==> config.mk <==
export PLATFORM = sky130hd
export DESIGN_NAME = sample_capture_fifo_flat
export DESIGN_NICKNAME = d
export VERILOG_FILES = /design/src/rtl/sample_capture_pkg.sv /design/src/rtl/sample_capture_fifo_if.sv /design/src/rtl/sample_capture_mem.sv /design/src/rtl/sample_capture_fifo.sv /design/src/flat_wrapper.sv
export SDC_FILE = /design/constraint.sdc
export NUM_CORES = 1
export LEC_CHECK = 0
export ABC_AREA = 1
export CELL_PAD_IN_SITES_DETAIL_PLACEMENT = 0
export CELL_PAD_IN_SITES_GLOBAL_PLACEMENT = 2
export CORE_AREA = 2 2 386 388
export DETAILED_ROUTE_END_ITERATION = 7
export DIE_AREA = 0 0 388 390
export DONT_BUFFER_PORTS = 1
export PLACE_DENSITY_LB_ADDON = 0.1
export RECOVER_POWER = 25
export SLEW_MARGIN = 20
export SYNTH_ARGS = -nofsm -noshare
export SYNTH_HDL_FRONTEND = slang
export SYNTH_SLANG_ARGS = --single-unit
==> constraint.sdc <==
create_clock -name crypto_clk -period 6.7 [get_ports crypto_clk]
set_clock_uncertainty 0.2 [all_clocks]
set_input_delay 1.34 -clock crypto_clk [delete_from_list [all_inputs] [get_ports crypto_clk]]
set_output_delay 1.34 -clock crypto_clk [all_outputs]
set_load 0.02 [all_outputs]
==> src/rtl/sample_capture_pkg.sv <==
// Shared sizing for the sample capture FIFO slice.
// Optional feature macro: SAMPLE_CAPTURE_FIFO_TIMESTAMP_EN adds a 32-bit push
// timestamp after the sample bytes of every entry.
package sample_capture_pkg;

  localparam int SC_OUTPUT_W     = 4;
  localparam int SC_COEFF_W      = 23;
  localparam int SC_WORD_W       = SC_OUTPUT_W * SC_COEFF_W;
  localparam int SC_WORD_BYTES   = (SC_WORD_W + 7) / 8;
  localparam int SC_TS_W         = 32;
  localparam int SC_DEPTH        = 16;
  localparam int SC_BYTECNT_SIZE = 7;

  // Number of host-readable bytes per entry for a given sample word size.
  function automatic int scTotalBytes(int wordBytes);
`ifdef SAMPLE_CAPTURE_FIFO_TIMESTAMP_EN
    return wordBytes + SC_TS_W / 8;
`else
    return wordBytes;
`endif
  endfunction

endpackage

==> src/rtl/sample_capture_fifo_if.sv <==
// Sampler/host-side bundle of the sample capture FIFO.
// slave = the FIFO itself, master = whoever drives samples and host reads.
interface sample_capture_fifo_if
  import sample_capture_pkg::*;
#(
  parameter int pOUTPUT_W     = SC_OUTPUT_W,
  parameter int pCOEFF_W      = SC_COEFF_W,
  parameter int pDEPTH        = SC_DEPTH,
  parameter int pBYTECNT_SIZE = SC_BYTECNT_SIZE
) ();

  logic                            s_valid_i;
  logic                            s_ready_o;
  logic [pOUTPUT_W*pCOEFF_W-1:0]   s_data_i;
  logic [pBYTECNT_SIZE-1:0]        rd_bytecnt_i;
  logic [7:0]                      rd_data_o;
  logic                            pop_i;
  logic                            flush_i;
  logic [$clog2(pDEPTH):0]         count_o;
  logic                            empty_o;
  logic                            full_o;
  logic                            overflow_o;

  modport slave (
    input  s_valid_i, s_data_i, rd_bytecnt_i, pop_i, flush_i,
    output s_ready_o, rd_data_o, count_o, empty_o, full_o, overflow_o
  );

  modport master (
    output s_valid_i, s_data_i, rd_bytecnt_i, pop_i, flush_i,
    input  s_ready_o, rd_data_o, count_o, empty_o, full_o, overflow_o
  );

endinterface

==> src/rtl/sample_capture_mem.sv <==
// Simple dual-port storage for the capture FIFO: synchronous write,
// asynchronous read so the top can register the selected byte itself.
module sample_capture_mem
  import sample_capture_pkg::*;
#(
  parameter int pDEPTH = SC_DEPTH,
  parameter int pWIDTH = SC_WORD_W,
  localparam int ADDR_W = $clog2(pDEPTH)
) (
  input  logic              clk,
  input  logic              wr_en_i,
  input  logic [ADDR_W-1:0] wr_addr_i,
  input  logic [pWIDTH-1:0] wr_data_i,
  input  logic [ADDR_W-1:0] rd_addr_i,
  output logic [pWIDTH-1:0] rd_data_o
);

  logic [pWIDTH-1:0] mem_q [pDEPTH];

  // Write port: contents are not reset, only pointers/count give them meaning.
  always_ff @(posedge clk) begin
    if (wr_en_i) begin
      mem_q[wr_addr_i] <= wr_data_i;
    end
  end

  assign rd_data_o = mem_q[rd_addr_i];

endmodule

==> src/rtl/sample_capture_fifo.sv <==
// Sample capture FIFO between the sampler and the host register file.
// Host reads the head entry one byte at a time (1-cycle registered) and pops
// whole entries. Optional macro SAMPLE_CAPTURE_FIFO_TIMESTAMP_EN stores a
// free-running cycle count with each pushed word, readable as 4 extra bytes.
module sample_capture_fifo
  import sample_capture_pkg::*;
#(
  parameter int pOUTPUT_W     = SC_OUTPUT_W,
  parameter int pCOEFF_W      = SC_COEFF_W,
  parameter int pDEPTH        = SC_DEPTH,
  parameter int pBYTECNT_SIZE = SC_BYTECNT_SIZE
) (
  input  logic                  crypto_clk,
  input  logic                  reset_n_i,
  sample_capture_fifo_if.slave  bus
);

  localparam int WORD_W      = pOUTPUT_W * pCOEFF_W;
  localparam int WORD_BYTES  = (WORD_W + 7) / 8;
  localparam int TOTAL_BYTES = scTotalBytes(WORD_BYTES);
  localparam int PTR_W       = $clog2(pDEPTH);
  localparam int CNT_W       = PTR_W + 1;
`ifdef SAMPLE_CAPTURE_FIFO_TIMESTAMP_EN
  localparam int ENTRY_W     = WORD_W + SC_TS_W;
`else
  localparam int ENTRY_W     = WORD_W;
`endif

  logic [PTR_W-1:0]         wr_ptr_q, wr_ptr_d;
  logic [PTR_W-1:0]         rd_ptr_q, rd_ptr_d;
  logic [CNT_W-1:0]         count_q, count_d;
  logic                     overflow_q, overflow_d;
  logic [7:0]               rd_data_q, rd_data_d;
  logic                     full, empty, push, pop;
  logic [ENTRY_W-1:0]       wr_entry, head_entry;
  logic [TOTAL_BYTES*8-1:0] head_bytes;

  assign full  = (count_q == CNT_W'(pDEPTH));
  assign empty = (count_q == '0);

`ifdef SAMPLE_CAPTURE_FIFO_TIMESTAMP_EN
  logic [SC_TS_W-1:0] ts_q;

  // Free-running cycle counter that stamps each pushed word.
  always_ff @(posedge crypto_clk) begin
    if (!reset_n_i) begin
      ts_q <= '0;
    end else begin
      ts_q <= ts_q + SC_TS_W'(1);
    end
  end

  assign wr_entry = {ts_q, bus.s_data_i};
`else
  assign wr_entry = bus.s_data_i;
`endif

  sample_capture_mem #(
    .pDEPTH (pDEPTH),
    .pWIDTH (ENTRY_W)
  ) u_mem (
    .clk       (crypto_clk),
    .wr_en_i   (push),
    .wr_addr_i (wr_ptr_q),
    .wr_data_i (wr_entry),
    .rd_addr_i (rd_ptr_q),
    .rd_data_o (head_entry)
  );

  // Pointer/count/flag next state; flush wins over any push or pop.
  always_comb begin
    push       = bus.s_valid_i && !full && !bus.flush_i;
    pop        = bus.pop_i && !empty && !bus.flush_i;
    wr_ptr_d   = wr_ptr_q;
    rd_ptr_d   = rd_ptr_q;
    count_d    = count_q;
    overflow_d = overflow_q;
    if (bus.flush_i) begin
      wr_ptr_d   = '0;
      rd_ptr_d   = '0;
      count_d    = '0;
      overflow_d = 1'b0;
    end else begin
      if (push) wr_ptr_d = wr_ptr_q + PTR_W'(1);
      if (pop)  rd_ptr_d = rd_ptr_q + PTR_W'(1);
      case ({push, pop})
        2'b10:   count_d = count_q + CNT_W'(1);
        2'b01:   count_d = count_q - CNT_W'(1);
        default: count_d = count_q;
      endcase
      if (bus.s_valid_i && full) overflow_d = 1'b1;
    end
  end

  // Byte view of the head entry and selection of the requested byte.
  always_comb begin
    head_bytes = '0;
    head_bytes[WORD_W-1:0] = head_entry[WORD_W-1:0];
`ifdef SAMPLE_CAPTURE_FIFO_TIMESTAMP_EN
    head_bytes[WORD_BYTES*8 +: SC_TS_W] = head_entry[WORD_W +: SC_TS_W];
`endif
    rd_data_d = '0;
    if (!empty) begin
      for (int b = 0; b < TOTAL_BYTES; b++) begin
        if (bus.rd_bytecnt_i == pBYTECNT_SIZE'(b)) begin
          rd_data_d = head_bytes[b*8 +: 8];
        end
      end
    end
  end

  // State registers with synchronous active-low reset.
  always_ff @(posedge crypto_clk) begin
    if (!reset_n_i) begin
      wr_ptr_q   <= '0;
      rd_ptr_q   <= '0;
      count_q    <= '0;
      overflow_q <= 1'b0;
      rd_data_q  <= '0;
    end else begin
      wr_ptr_q   <= wr_ptr_d;
      rd_ptr_q   <= rd_ptr_d;
      count_q    <= count_d;
      overflow_q <= overflow_d;
      rd_data_q  <= rd_data_d;
    end
  end

  assign bus.s_ready_o  = !full;
  assign bus.rd_data_o  = rd_data_q;
  assign bus.count_o    = count_q;
  assign bus.empty_o    = empty;
  assign bus.full_o     = full;
  assign bus.overflow_o = overflow_q;

endmodule

==> src/flat_wrapper.sv <==
// flat-port wrapper written by rule: the top's interface ports become plain ports
module sample_capture_fifo_flat import sample_capture_pkg::*;
#(
  parameter int pOUTPUT_W     = SC_OUTPUT_W,
  parameter int pCOEFF_W      = SC_COEFF_W,
  parameter int pDEPTH        = SC_DEPTH,
  parameter int pBYTECNT_SIZE = SC_BYTECNT_SIZE
)
  (crypto_clk, reset_n_i, bus_s_valid_i, bus_s_data_i, bus_rd_bytecnt_i, bus_pop_i, bus_flush_i, bus_s_ready_o, bus_rd_data_o, bus_count_o, bus_empty_o, bus_full_o, bus_overflow_o);
  sample_capture_fifo_if #(.pOUTPUT_W(pOUTPUT_W), .pCOEFF_W(pCOEFF_W), .pDEPTH(pDEPTH), .pBYTECNT_SIZE(pBYTECNT_SIZE)) bus_i ();
  input  logic crypto_clk;
  input  logic reset_n_i;
  input wire logic [$bits(bus_i.s_valid_i)-1:0] bus_s_valid_i;
  input wire logic [$bits(bus_i.s_data_i)-1:0] bus_s_data_i;
  input wire logic [$bits(bus_i.rd_bytecnt_i)-1:0] bus_rd_bytecnt_i;
  input wire logic [$bits(bus_i.pop_i)-1:0] bus_pop_i;
  input wire logic [$bits(bus_i.flush_i)-1:0] bus_flush_i;
  output wire logic [$bits(bus_i.s_ready_o)-1:0] bus_s_ready_o;
  output wire logic [$bits(bus_i.rd_data_o)-1:0] bus_rd_data_o;
  output wire logic [$bits(bus_i.count_o)-1:0] bus_count_o;
  output wire logic [$bits(bus_i.empty_o)-1:0] bus_empty_o;
  output wire logic [$bits(bus_i.full_o)-1:0] bus_full_o;
  output wire logic [$bits(bus_i.overflow_o)-1:0] bus_overflow_o;
  assign bus_i.s_valid_i = bus_s_valid_i;
  assign bus_i.s_data_i = bus_s_data_i;
  assign bus_i.rd_bytecnt_i = bus_rd_bytecnt_i;
  assign bus_i.pop_i = bus_pop_i;
  assign bus_i.flush_i = bus_flush_i;
  assign bus_s_ready_o = bus_i.s_ready_o;
  assign bus_rd_data_o = bus_i.rd_data_o;
  assign bus_count_o = bus_i.count_o;
  assign bus_empty_o = bus_i.empty_o;
  assign bus_full_o = bus_i.full_o;
  assign bus_overflow_o = bus_i.overflow_o;
  sample_capture_fifo #(.pOUTPUT_W(pOUTPUT_W), .pCOEFF_W(pCOEFF_W), .pDEPTH(pDEPTH), .pBYTECNT_SIZE(pBYTECNT_SIZE)) u_core (.crypto_clk(crypto_clk), .reset_n_i(reset_n_i), .bus(bus_i));
endmodule
==> results.py <==
metrics = {
    "pwr": {
        "ir_drop_mv": 0.209,
        "total_leakage_power_nw": 21.6,
        "power_per_cell_area_mw_per_mm2": 293,
    },
    "floorplan": {
        "initial_cell_density_of_the_core_pct": 40.7,
        "core-area_mm2": 0.147,
        "die_area_mm2": 0.151,
        "rows": 141,
        "die_y_um": 390,
        "die_width_um": 388,
        "io_pins": 121,
    },
    "critical_path": {
        "timing.critical_path.cells": "buf_12, buf_4, nor2_1, o21ai_0, nand3_1, nand3_1, a21oi_1, nor2_1, nand4_1, nand2_1, nand4_1, nand2_1, a21oi_1",
        "ff2ff_path_depth": 13,
        "worst-setup-path-type": "reg2reg",
        "crit_path_max_fanout": 124,
        "crit_path_end": "u_core.bus.rd_data_o[1]",
        "crit-reg2reg-capture": "u_core.bus.rd_data_o[1]",
        "crit_path_end_kind": "flip-flop",
        "cp_data_required_time_ns": 7.16,
        "worst_ep_arrival_time_ns": 4.44,
        "critical-path-slowest-cell": "sky130_fd_sc_hd__buf_4",
        "setup.reg_to_reg.worst_slack_ns": 2.71,
        "cp-start-kind": "flip-flop",
        "delay_of_the_slowest_critical_path_stage_ns": 0.77,
    },
    "clock_tree": {
        "clk_transition_reported_paths_ns": 0.06,
        "numCtsBuffers": 163,
        "cts_tree": "done",
        "cts-root-buf": "sky130_fd_sc_hd__clkbuf_16",
        "post_cts_resize_count": 0,
        "cts_hold_repair.buffers": 0,
        "tritoncts_num_sinks": 1498,
        "buffers_inserted_by_post_cts_timing_repair": 0,
        "worst_skew_pair.late_latency_ns": 0.78,
        "cts.htree.levels": 4,
        "cts.path.max_buffers": 3,
    },
    "timing": {
        "final_hold_violation_count": 0,
        "achievable-frequency_mhz": 251,
        "period_minus_slack_ns": 3.99,
        "period_share_pct": 59.5,
        "worst-slew-pin-transition_ns": 1.03,
        "setup-violations-final": 0,
        "relative_slew_margins_pct": 30.9,
        "setup_repair_after_global_routing_missed_its_margin": "false",
        "setup_tns_ns": 0,
        "final_max_slew_viol_count": 0,
    },
    "detailed_routing": {
        "first_iter_violations": 2634,
        "wl_met1_um": 78300,
        "route.detailed.drc": 0,
        "detailedRoute.firstPassIterationCount": 6,
        "drt-total-wl_um": 177000,
        "vias": 36300,
        "met3RoutedLength_um": 7840,
        "dr_wl_met2_um": 87000,
        "drt.antenna.violating_nets": 0,
        "route.detailed.vias_per_inst": 5.51,
        "topRoutingLayerUsed": "met5",
        "post_drt_wl_per_cell_um": 26.8,
    },
    "cells_and_area": {
        "layout.cell_area.non_filler_mm2": 0.0665,
        "layout_commonest_cell": "sky130_fd_sc_hd__edfxtp_1",
        "syn_to_final_growth_pct": 11.1,
        "layout.nets": 4639,
        "final_layout_size_suffix_gt1_share_pct": 6.67,
        "num-fill-cells": 13400,
        "final_cell_mix": "1472 x sky130_fd_sc_hd__edfxtp_1, 855 x sky130_fd_sc_hd__nor2_1, 656 x sky130_fd_sc_hd__o21ai_0",
    },
    "min_path": {
        "min-delay-path-class": "reg2reg",
    },
    "place": {
        "detailed_place_hpwl_um": 83600,
        "placed_area_mm2": 0.0614,
        "placement.io_buffers": 0,
        "routabilityCongestion": 0.775,
    },
    "run_status": {
        "outcome": "complete, no violations",
    },
    "synthesis": {
        "synth.net_count": 4719,
        "post_synth_instance_area_mm2": 0.0599,
        "syn_avg_cell_area_um2": 13.0,
        "number_of_library_cell_types_mapped_by_synthesis": 30,
        "ys_warn_count": 0,
        "syn-instance-count": 4605,
        "yosysSeqAreaShare_pct": 74.7,
        "ys_seq_elements": 1498,
    },
    "grt": {
        "grt_start_max_net_pins": 201,
        "grt_remaining_overflow": 0,
        "grt.total_usage_pct": 23.1,
        "first_global_vias": 35400,
        "number_of_antenna_violations_at_the_first_check_in_global_routing": 2,
        "grt_pass1_wl_um": 254000,
    },
    "job": {
        "drv_cap": 0,
    },
}
==> how the worst min path moves through the flow <==
stage                     depth (start not counted)               start   endpoint  slack [ns]
after floorplan                                   2  u_core.rd_ptr_q[2]  flip-flop        0.25
after global placement                            2  u_core.rd_ptr_q[2]  flip-flop        0.29
after detailed placement                          2  u_core.rd_ptr_q[2]  flip-flop        0.29
after CTS                                         2  u_core.rd_ptr_q[2]  flip-flop        0.30
after global routing                              2  u_core.rd_ptr_q[2]  flip-flop        0.32
final                                             2  u_core.rd_ptr_q[2]  flip-flop        0.30
==> report_power, final <==
group	total [mW]	switching, mW	internal, mW
Combinational	0.426	0.321	0.105
Clock	8.70	3.66	5.05
Sequential	10.3	0.0145	10.3
Total	19.5	3.99	15.5
==> registers in the layout, summed over array words and instances, names as in the netlist, named ones only <==
register,cells
u_core.wr_ptr_q,4
u_core.bus.count_o,5
u_core.u_mem.mem_q,1472
u_core.rd_ptr_q,4
u_core.bus.overflow_o,1
u_core.bus.rd_data_o,8
==> cell families (layout without fill, tap and decap cells) <==
family,count (synthesis),count (layout),share of synthesized area [%]
compound gates,1090,1090,10.6
fa+ha+maj,10,10,0.222
buf+inv,441,487,4.02
xor+xnor,2,2,0.0293
simple gates,1564,1564,10.4
flops,1498,1498,74.7
other cells,0,1,0
==> cell usage after synthesis <==
cell type,instances,area (um^2)
sky130_fd_sc_hd__o221ai_1,119,1040
sky130_fd_sc_hd__buf_8,1,15.0
sky130_fd_sc_hd__o21ai_1,45,225
sky130_fd_sc_hd__nor2_1,871,3270
sky130_fd_sc_hd__clkbuf_1,89,334
sky130_fd_sc_hd__o21bai_1,2,15.0
sky130_fd_sc_hd__nor3_1,4,20.0
sky130_fd_sc_hd__clkbuf_2,1,5.00
sky130_fd_sc_hd__buf_6,62,698
sky130_fd_sc_hd__nor4_1,2,12.5
sky130_fd_sc_hd__buf_1,12,45.0
sky130_fd_sc_hd__o211ai_1,140,1050
sky130_fd_sc_hd__nor2_2,2,12.5
sky130_fd_sc_hd__nand2_1,429,1610
sky130_fd_sc_hd__ha_1,9,113
sky130_fd_sc_hd__fa_1,1,20.0
sky130_fd_sc_hd__o21ai_0,656,3280
sky130_fd_sc_hd__o22ai_1,88,551
sky130_fd_sc_hd__nand3_1,242,1210
sky130_fd_sc_hd__buf_4,39,293
sky130_fd_sc_hd__nand4_1,14,87.6
sky130_fd_sc_hd__xnor2_1,2,17.5
sky130_fd_sc_hd__a31oi_1,2,12.5
sky130_fd_sc_hd__buf_2,101,505
sky130_fd_sc_hd__dfxtp_1,26,521
sky130_fd_sc_hd__inv_1,133,499
sky130_fd_sc_hd__edfxtp_1,1472,44200
sky130_fd_sc_hd__a21oi_1,37,185
sky130_fd_sc_hd__inv_2,3,11.3
sky130_fd_sc_hd__a211oi_1,1,7.51
==> cell type report <==
| cell class | count | area [um^2] | area share [%] |
|---|---|---|---|
| Antenna cell | 1 | 2.50 | 0.00376 |
| Clock buffer | 204 | 4350 | 6.54 |
| Clock inverter | 87 | 772 | 1.16 |
| Inverter | 136 | 538 | 0.809 |
| Multi-Input combinational cell | 2666 | 12900 | 19.3 |
| Sequential cell | 1498 | 44700 | 67.3 |
| Tap cell | 1930 | 2410 | 3.63 |
| Timing Repair Buffer | 60 | 826 | 1.24 |
==> worst max-delay path, delay by kind of cell, from the launching register on <==
| family | cells | cell delay, ns |
|---|---|---|
| flops | 1 | 0.59 |
| simple gates | 8 | 1.30 |
| buf+inv | 2 | 1.30 |
| compound gates | 3 | 0.30 |
==> metrics by stage <==
stage	cells	hold slack, ns	setup slack [ns]	total power [mW]	utilization, %
6_report	6582	0.304	2.71	19.5	45.2
3_5_place_dp	6290	0.293	2.55	11.0	41.7
4_1_cts	6581	0.304	2.75	19.7	45.2
5_1_grt	6581	0.324	2.52	20.1	45.2
2_1_floorplan	4605	0.247	0.306	10.8	-
3_3_place_gp	6290	0.294	2.57	11.0	41.7
==> metal layers <==
| layer | GRT usage [%] | vias to the layer above |
|---|---|---|
| li1 | - | 16800 |
| met2 | 39.2 | 764 |
| met4 | 5.83 | 2 |
| met3 | 3.92 | 242 |
| met5 | 0 | - |
| met1 | 31.0 | 18500 |
Note: power is estimated with default switching activity, not from simulation.
